===== src/rtl/seq_magnitude_comparator.sv =====
// rtl/seq_magnitude_comparator.sv - digit-serial MSB-first magnitude comparator with start/done handshake
module seq_magnitude_comparator #(
    parameter int WIDTH = 8,
    parameter int DIGIT = 1
) (
    input  logic             clk,
    input  logic             rst_n,
    input  logic             start,
    input  logic             signed_mode,
    input  logic [WIDTH-1:0] a,
    input  logic [WIDTH-1:0] b,
    output logic             busy,
    output logic             done,
    output logic             eq,
    output logic             gt,
    output logic             lt
);

    localparam int NDIG  = WIDTH / DIGIT;
    localparam int IDX_W = (NDIG > 1) ? $clog2(NDIG) : 1;
    localparam logic [IDX_W-1:0] IDX_TOP = IDX_W'(NDIG - 1);

    if (WIDTH < 2 || DIGIT < 1 || DIGIT > WIDTH || (WIDTH % DIGIT) != 0) begin : g_bad_params
        $error("seq_magnitude_comparator: illegal WIDTH/DIGIT combination");
    end

    typedef enum logic [1:0] {
        S_IDLE,
        S_COMPARE,
        S_DONE
    } state_t;

    state_t           state;
    logic [IDX_W-1:0] idx;
    logic [WIDTH-1:0] a_r;
    logic [WIDTH-1:0] b_r;
    logic [WIDTH-1:0] a_load;
    logic [WIDTH-1:0] b_load;
    logic [DIGIT-1:0] digit_a;
    logic [DIGIT-1:0] digit_b;

    // Signed compare reduces to unsigned by flipping the sign bit of both operands at latch time
    always_comb begin
        a_load = a;
        b_load = b;
        if (signed_mode) begin
            a_load[WIDTH-1] = ~a[WIDTH-1];
            b_load[WIDTH-1] = ~b[WIDTH-1];
        end
    end

    // Operands are shifted left each step, so the digit under test is always the top one
    assign digit_a = a_r[WIDTH-1 -: DIGIT];
    assign digit_b = b_r[WIDTH-1 -: DIGIT];

    // Control FSM with registered handshake and result outputs
    always_ff @(posedge clk) begin
        if (!rst_n) begin
            state <= S_IDLE;
            idx   <= '0;
            a_r   <= '0;
            b_r   <= '0;
            busy  <= 1'b0;
            done  <= 1'b0;
            eq    <= 1'b0;
            gt    <= 1'b0;
            lt    <= 1'b0;
        end else begin
            case (state)
                S_IDLE: begin
                    done <= 1'b0;
                    busy <= 1'b0;
                    if (start) begin
                        a_r   <= a_load;
                        b_r   <= b_load;
                        idx   <= IDX_TOP;
                        busy  <= 1'b1;
                        state <= S_COMPARE;
                    end
                end
                S_COMPARE: begin
                    if (digit_a != digit_b) begin
                        eq    <= 1'b0;
                        gt    <= (digit_a > digit_b);
                        lt    <= (digit_a < digit_b);
                        busy  <= 1'b0;
                        done  <= 1'b1;
                        state <= S_DONE;
                    end else if (idx == '0) begin
                        eq    <= 1'b1;
                        gt    <= 1'b0;
                        lt    <= 1'b0;
                        busy  <= 1'b0;
                        done  <= 1'b1;
                        state <= S_DONE;
                    end else begin
                        idx <= idx - 1'b1;
                        a_r <= a_r << DIGIT;
                        b_r <= b_r << DIGIT;
                    end
                end
                S_DONE: begin
                    done <= 1'b0;
                    if (start) begin
                        a_r   <= a_load;
                        b_r   <= b_load;
                        idx   <= IDX_TOP;
                        busy  <= 1'b1;
                        state <= S_COMPARE;
                    end else begin
                        busy  <= 1'b0;
                        state <= S_IDLE;
                    end
                end
                default: begin
                    busy  <= 1'b0;
                    done  <= 1'b0;
                    state <= S_IDLE;
                end
            endcase
        end
    end

endmodule


===== config.mk =====
export PLATFORM = sky130hd
export DESIGN_NAME = seq_magnitude_comparator
export DESIGN_NICKNAME = d
export VERILOG_FILES = /design/src/rtl/seq_magnitude_comparator.sv
export SDC_FILE = /design/constraint.sdc
export NUM_CORES = 1
export LEC_CHECK = 0
export ABC_AREA = 1
export CORE_AREA = 2 2 60 62
export CTS_BUF_LIST = sky130_fd_sc_hd__clkbuf_8
export CTS_CLUSTER_SIZE = 10
export DETAILED_ROUTE_END_ITERATION = 12
export DIE_AREA = 0 0 62 64
export PLACE_DENSITY = 0.67
export SLEW_MARGIN = 10
export SYNTH_ARGS = -nofsm -noshare
export SYNTH_HDL_FRONTEND = slang
export SYNTH_SLANG_ARGS = --single-unit
export TNS_END_PERCENT = 30

===== constraint.sdc =====
create_clock -name clk -period 1.3 [get_ports clk]
set_clock_uncertainty 0.1 [all_clocks]
set_input_delay 0.26 -clock clk [delete_from_list [all_inputs] [get_ports clk]]
set_output_delay 0.26 -clock clk [all_outputs]
set_load 0.02 [all_outputs]

=== Word level (Yosys, flattened, before mapping) ===
Index checks and enable logic that the tools add are counted.

* Word-level logic and storage cells: 59
* Register bits after elaboration: 26
* Input port bits: 20
* Output and inout port bits: 5

* Bitwise gates (word level): 2
* Muxes and demuxes: 28
* Order comparisons: 2
* Reductions and logical operators: 9
* Equality and inequality tests: 8
* $add $sub $neg: 1

{| class="wikitable"
|+ Operator list
! cell !! count
|-
| 8-bit two-way mux || 6
|-
| 8-bit one-hot mux with 2 select lines || 2
|-
| 1-bit two-way mux || 11
|-
| 3-bit two-way mux || 3
|-
| 2-bit two-way mux || 3
|-
| 2-bit inequality test, second input constant || 3
|-
| 2-bit one-hot mux with 3 select lines || 1
|-
| 3-bit one-hot mux with 2 select lines || 1
|-
| 2-bit AND reduction || 3
|-
| 4-bit AND reduction || 1
|-
| 2-bit nonzero test || 2
|-
| 3-bit logical NOT || 1
|-
| 3-bit inequality test, second input constant || 1
|-
| 3-bit by 1-bit subtractor with 3-bit output, second input constant || 1
|-
| 2-bit by 1-bit == test with 1-bit output, second input constant || 1
|-
| 2-bit == test, second input constant || 1
|-
| 2-bit logical NOT || 1
|-
| 2-bit by 1-bit inequality test with 1-bit output, second input constant || 1
|-
| 1-bit NOT || 2
|-
| 1-bit one-hot mux with 2 select lines || 1
|-
| 2-bit OR reduction || 1
|-
| 1-bit > comparator || 1
|-
| 1-bit < comparator || 1
|-
| 1-bit inequality test || 1
|}

=== Depth between registers and ports, before layout ===
Gate-level depths: netlist of run 1.

* Depth after elaboration: 4
* Depth in mapped cells: 10
* Gate-level depth less buffers: 9

=== Least setup slack after synthesis of run 1 ===
No wires, ideal clock.

* Path kind: flip-flop to flip-flop
* Start point: register a_r[7]
* End point: register b_r[1]
* Buffers on the path: 1
* Path slack: -113 ps
* Data required time: 1087 ps
* Cell stages (with the launch flop): 10
* Setup time: 113 ps
* Period minus slack after synthesis: 1413 ps
* Arrival: 1201 ps
* Cell sequence: dfxtp_1 inv_1 ha_1 nand2_1 nand2_4 nand2_4 buf_6 nand2_1 nand2_1 nor2_1

* Longest elaborated chain between the ends: 3

{| class="wikitable"
|+ Ends and longest elaborated chain
! item !! line !! source
|-
| from (decl) || 35 || <nowiki>logic [WIDTH-1:0] a_r;</nowiki>
|-
| from (signal assigned) || 74 || <nowiki>a_r <= a_load;</nowiki>
|-
| from (signal assigned) || 98 || <nowiki>a_r <= a_r << DIGIT;</nowiki>
|-
| from (signal assigned) || 105 || <nowiki>a_r <= a_load;</nowiki>
|-
| 1-bit inequality test || 82 || <nowiki>if (digit_a != digit_b) begin</nowiki>
|-
| 2-bit inequality test (no line) || -- ||
|-
| 4-bit AND reduction (no line) || -- ||
|-
| to (signal assigned) || 75 || <nowiki>b_r <= b_load;</nowiki>
|-
| to (signal assigned) || 99 || <nowiki>b_r <= b_r << DIGIT;</nowiki>
|-
| to (signal assigned) || 106 || <nowiki>b_r <= b_load;</nowiki>
|-
| to (decl) || 36 || <nowiki>logic [WIDTH-1:0] b_r;</nowiki>
|}

Every way passes these cells.
A chain may end at the register's enable or synchronous reset.

=== Worst setup path after layout of run 1 ===
* Start point: register b_r[7]
* End point: register b_r[5]

* Longest elaborated chain between the ends: 3

{| class="wikitable"
|+ Ends and longest elaborated chain
! item !! line
|-
| 1-bit inequality test || 82
|-
| 2-bit inequality test (no line) || --
|-
| 4-bit AND reduction (no line) || --
|}

Every way passes these cells.

==> impl_metrics.ini, run 1 <==
[synth]
synthCells = 200
synth_area_um2 = 1290
yosys.area.top_type = dfxtp_1
synth_nets = 224
synth_area_leaders = dfxtp_1 40%, nand2_1 17%, nor2_1 15%, inv_1 7.6%, o21ai_0 6.6%
ys_seq_area_frac = 0.404
synth_area_per_cell_um2 = 6.44
yosysTopAreaCellShare = 0.404
ys_warn_count = 0
synth_seq_cells = 26
synth_cell_types = 16

[sta]
finalCritPeriodShare = 1.06
tns_ps = -473
rsz0062_at_grt = yes
setup_slack_ps = -77.6
fmax_mhz = 726
holdWs_ps = 368
setup_violations = 15
min_period_ps = 1380
hold_violations = 0
worst_pin_slew_ps = 206
slew_viol_final = 0
max_slew_margin = 0.861

[grt]
grt_pass1_vias = 1037
track_usage = 0.145
grt_pass1_wl_um = 4400
antenna_found_initial = 0
grt_max_degree = 32
grt_overflow = 0

[floorplanning]
die_area_um2 = 3970
die_h_um = 64
ios = 25
die_w_um = 62
start_util = 0.392
coreArea_um2 = 3280
rows = 21

[route]
drc_errors = 0
ant_nets = 0
wire_per_inst_um = 10.2
finalWirelength_um = 2880
initialDrtViolationCount = 39
avgViaCountPerCell = 4.40
first_pass_iters = 4
dr_total_vias = 1240

[critical_path]
setup.worst_path.class = flop to flop
path_buf_inv = 0
path_max_fanout = 8
cp_top_family = simple AND/OR/NAND/NOR gates
critPathMaxStageDelay_ps = 390
critPathLaunchType = flop
cp_cell_sequence = ha_4, nand2_4, nand2_8, nand2_4, nand2_1, nand2_1, nor2_1
worstSetupEndpointType = flop
cp_slowest_cell = dfxtp_1
cp.arrival_ps = 1460
worstPathRequired_ps = 1380

[placement]
place_ws_ps = -359
place_inst = 275
place_hpwl_um = 1700
globalplace.congestion = 0.791
io_buffers = 24

[run_status]
status = finished, violations left
violations = setup timing

[flow_run]
maxCapViolCount = 0

[clock_tree]
cts.path.max_buffers = 2
htreeDepth = 1
cts_hold_buf = 0
worstSkewPairLatency_ps = 280
numCtsBuffers = 3
clockRootBuffer = clkbuf_8
cts_tree = yes
clk_pin_slew_ps = 100
clock_sinks = 26

[finish]
regArea_um2 = 528
fillCellCount = 322
multiInputGateArea_um2 = 758
most-common-layout-cells = 50 x nand2_1, 45 x nor2_1, 22 x inv_1, 22 x dfxtp_1, 19 x clkdlybuf4s50_1
layout-drive-gt1-share = 0.242
area_growth_pct = 43.7
instances_no_fill = 282
final_nets = 261
diodes = 0
final_common_cell = nand2_1

[power]
p_leak_nw = 0.893
powerDensity_nw_per_um2 = 1450
ir_drop_mv = 0.556

[hold_path]
hp-class = flop to flop
-- timing repair --
| item | in CTS | in global routing |
|---|---|---|
| pin swaps | 0 | 10 |
| setup endpoints to repair | 27 | 30 |
| resized for setup | 14 | 36 |
| buffers inserted | 0 | 1 |
| cloned | 0 | 2 |
-- cells in the mapped netlist, drive strengths merged --
master  number
nand2       61
nor2        52
inv         27
dfxtp       26
o21ai       17
buf          4
ha           4
a21oi        3
clkbuf       3
nand3        1
o211ai       1
xor2         1
-- tightest hold or removal path: stages (launching register included) --
cell and delay [ps]:
dfxtp_1 330, nor2_2 70, nor2_1 40
-- worst paths after layout --
path              cells after the start  slack, ps             endpoint           startpoint
setup / recovery                      7        -80  b_r[5]$_SDFFE_PN0P_  b_r[7]$_SDFFE_PN0P_
hold / removal                        2        370      gt$_SDFFE_PN0P_      gt$_SDFFE_PN0P_
setup reg to reg                      7        -80  b_r[5]$_SDFFE_PN0P_  b_r[7]$_SDFFE_PN0P_
hold reg to reg                       2        370      gt$_SDFFE_PN0P_      gt$_SDFFE_PN0P_
-- kinds of logic after synthesis --
family | synth area share
buffers and inverters | 0.116
AOI/OAI and AO/OA | 0.0835
xor gates and xnor gates | 0.00680
and+or+nand+nor | 0.350
adders and majority gates | 0.0388
DFF | 0.404
-- power breakdown --
| group | internal [mW] | switching, mW | total [mW] | leakage [nW] |
|---|---|---|---|---|
| Clock | 0.412 | 0.274 | 0.687 | 0.0357 |
| Combinational | 0.422 | 0.577 | 0.999 | 0.640 |
| Sequential | 0.938 | 0.0666 | 1.00 | 0.217 |
| Total | 1.77 | 0.917 | 2.69 | 0.893 |
-- registers in the layout, summed over array words and instances, names as in the netlist --
signal / cells
done: 1
state: 2
eq: 1
gt: 1
idx: 3
busy: 1
a_r: 8
b_r: 8
lt: 1
-- area by class of cell --
cell class,instances,area share
clock buffers,3,0.0223
clock inverters,1,0.0162
inverters,27,0.0561
multi-input cells,142,0.409
flip-flops and latches,26,0.285
well taps,46,0.0311
repair buffers,37,0.180
-- through the flow --
| step | total power [mW] | utilization | instance area (um^2) |
|---|---|---|---|
| after global routing | 2.88 | 0.564 | 1850 |
| after detailed placement | 1.83 | 0.503 | 1650 |
| after CTS | 2.52 | 0.530 | 1740 |
| final | 2.69 | 0.564 | 1850 |
| after floorplan | 1.59 | - | 1310 |
| after global placement | 1.81 | 0.503 | 1650 |
-- metal layers --
metal | GRT usage | routed length, um
met1 | 0.209 | 1360
met2 | 0.211 | 1290
met3 | 0.0182 | 165
met4 | 0.0638 | 53
met5 | 0 | 0
Note: power is estimated with default switching activity, not from simulation.
==> inputs of run 2 (changes only) <==
Settings changed: CELL_PAD_IN_SITES_DETAIL_PLACEMENT from default to 0, CELL_PAD_IN_SITES_GLOBAL_PLACEMENT from default to 1, CORE_AREA 2 2 60 62 to 2 2 61 63, DIE_AREA 0 0 62 64 to 0 0 63 65, PLACE_DENSITY 0.67 to 0.85.
Clock period 1.3 ns to 1.6 ns, I/O delays scaled along.
==> impl_metrics.ini, run 2 (same netlist as run 1, synthesis figures left out) <==
[finish]
largestRegisters = a_r (8), b_r (8), idx (3)
final_nets = 250
most-common-layout-cells = 57 x nand2_1, 51 x nor2_1, 26 x inv_1
area_growth_pct = 27.7
diodes = 0
fillCellCount = 405
layout-drive-gt1-share = 0.0759
final_common_cell = nand2_1
instances_no_fill = 272

[critical_path]
cp_cell_sequence = inv_1, ha_1, nand2_2, nand2_4, buf_4, inv_1, nand2_1, a21oi_2
cp.arrival_ps = 1550
critPathLaunchType = flop
critPathMaxStageDelay_ps = 340
worstPathRequired_ps = 1700
worstSetupEndpointType = flop
path_max_fanout = 5
worst_path_most_repeated_cell = inv_1
setup.worst_path.class = flop to flop
cp_slowest_cell = dfxtp_2

[sta]
setup_violations = 0
fmax_mhz = 690
hold_violations = 0
max_slew_margin = 0.803
rsz0062_at_grt = no
finalCritPeriodShare = 0.906
worst_pin_slew_ps = 295
min_period_ps = 1450
tns_ps = 0
slew_viol_final = 0

[floorplanning]
coreArea_um2 = 3500
die_area_um2 = 4100
die_w_um = 63
rows = 22
die_h_um = 65
start_util = 0.369
ios = 25

[hold_path]
hp-class = flop to flop

[route]
initialDrtViolationCount = 46
dr_total_vias = 1121
ant_nets = 0
finalWirelength_um = 2350
avgViaCountPerCell = 4.12
drc_errors = 0
first_pass_iters = 4
wire_per_inst_um = 8.64

[clock_tree]
cts_tree = yes
clk_pin_slew_ps = 80
cts.path.max_buffers = 2
clock_sinks = 26
clockRootBuffer = clkbuf_8
worstSkewPairLatency_ps = 260
htreeDepth = 1
numCtsBuffers = 3
cts_hold_buf = 0

[placement]
place_hpwl_um = 1620
io_buffers = 24
globalplace.congestion = 0.705
place_inst = 269

[grt]
antenna_found_initial = 0
grt_pass1_wl_um = 4490
grt_max_degree = 32
grt_pass1_vias = 1019
track_usage = 0.136
grt_overflow = 0

[power]
powerDensity_nw_per_um2 = 1070
ir_drop_mv = 0.363
p_leak_nw = 0.827

[run_status]
status = finished clean

[flow_run]
maxCapViolCount = 0
run 2: power by group:
| group | leakage (nW) | internal, mW | switching (mW) |
|---|---|---|---|
| Sequential | 0.216 | 0.759 | 0.0508 |
| Combinational | 0.590 | 0.245 | 0.354 |
| Clock | 0.0216 | 0.168 | 0.191 |
| Total | 0.827 | 1.17 | 0.595 |
run 2: worst paths after layout:
path              cells past startpoint                end  slack (ps)           startpoint
hold reg to reg                       2  busy$_SDFFE_PN0P_         380    busy$_SDFFE_PN0P_
setup / recovery                      8    eq$_SDFFE_PN0P_         150  a_r[7]$_SDFFE_PN0P_
setup reg to reg                      8    eq$_SDFFE_PN0P_         150  a_r[7]$_SDFFE_PN0P_
hold / removal                        2  busy$_SDFFE_PN0P_         380    busy$_SDFFE_PN0P_
run 2: cell type report:
type                            count  area (um^2)  share of cell area
Multi-Input combinational cell    140          644               0.392
Inverter                           27          101              0.0616
Clock buffer                        3         41.3              0.0251
Tap cell                           48         60.1              0.0365
Timing Repair Buffer               28          277               0.168
Sequential cell                    26          522               0.317
run 2: routing by layer:
| metal | vias to the layer above | part of all wire | GRT usage | wire, um |
|---|---|---|---|---|
| li1 | 643 | - | - | - |
| met1 | 453 | 0.50 | 0.193 | 1180 |
| met2 | 23 | 0.43 | 0.206 | 1020 |
| met3 | 2 | 0.052 | 0.0191 | 122 |
| met4 | 0 | 0.011 | 0.0583 | 25 |
| met5 | - | 0 | 0 | 0 |
run 2: metrics by stage:
stage	total power [mW]	instance area (um^2)	worst slack, ps	hold slack, ps	utilization
CTS	1.77	1620	29.5	372	0.463
global placement	1.41	1580	-110	353	0.453
global route	1.95	1650	19.5	413	0.471
detailed placement	1.41	1580	-136	361	0.453
floorplan	1.26	1290	187	355	-
finish	1.77	1650	150	376	0.471
run 2: worst max-delay path, delay by kind of cell (launching register included):
| family | cells | cell delay, ps |
|---|---|---|
| buf+inv | 3 | 280 |
| simple gates | 3 | 240 |
| flops | 1 | 340 |
| fa+ha+maj | 1 | 320 |
| compound gates | 1 | 100 |
run 2: repair_timing:
action                     in CTS  in global routing
pin swaps                       0                  0
setup endpoints to repair       5                 21
buffers inserted                0                  0
resized for setup               5                  7
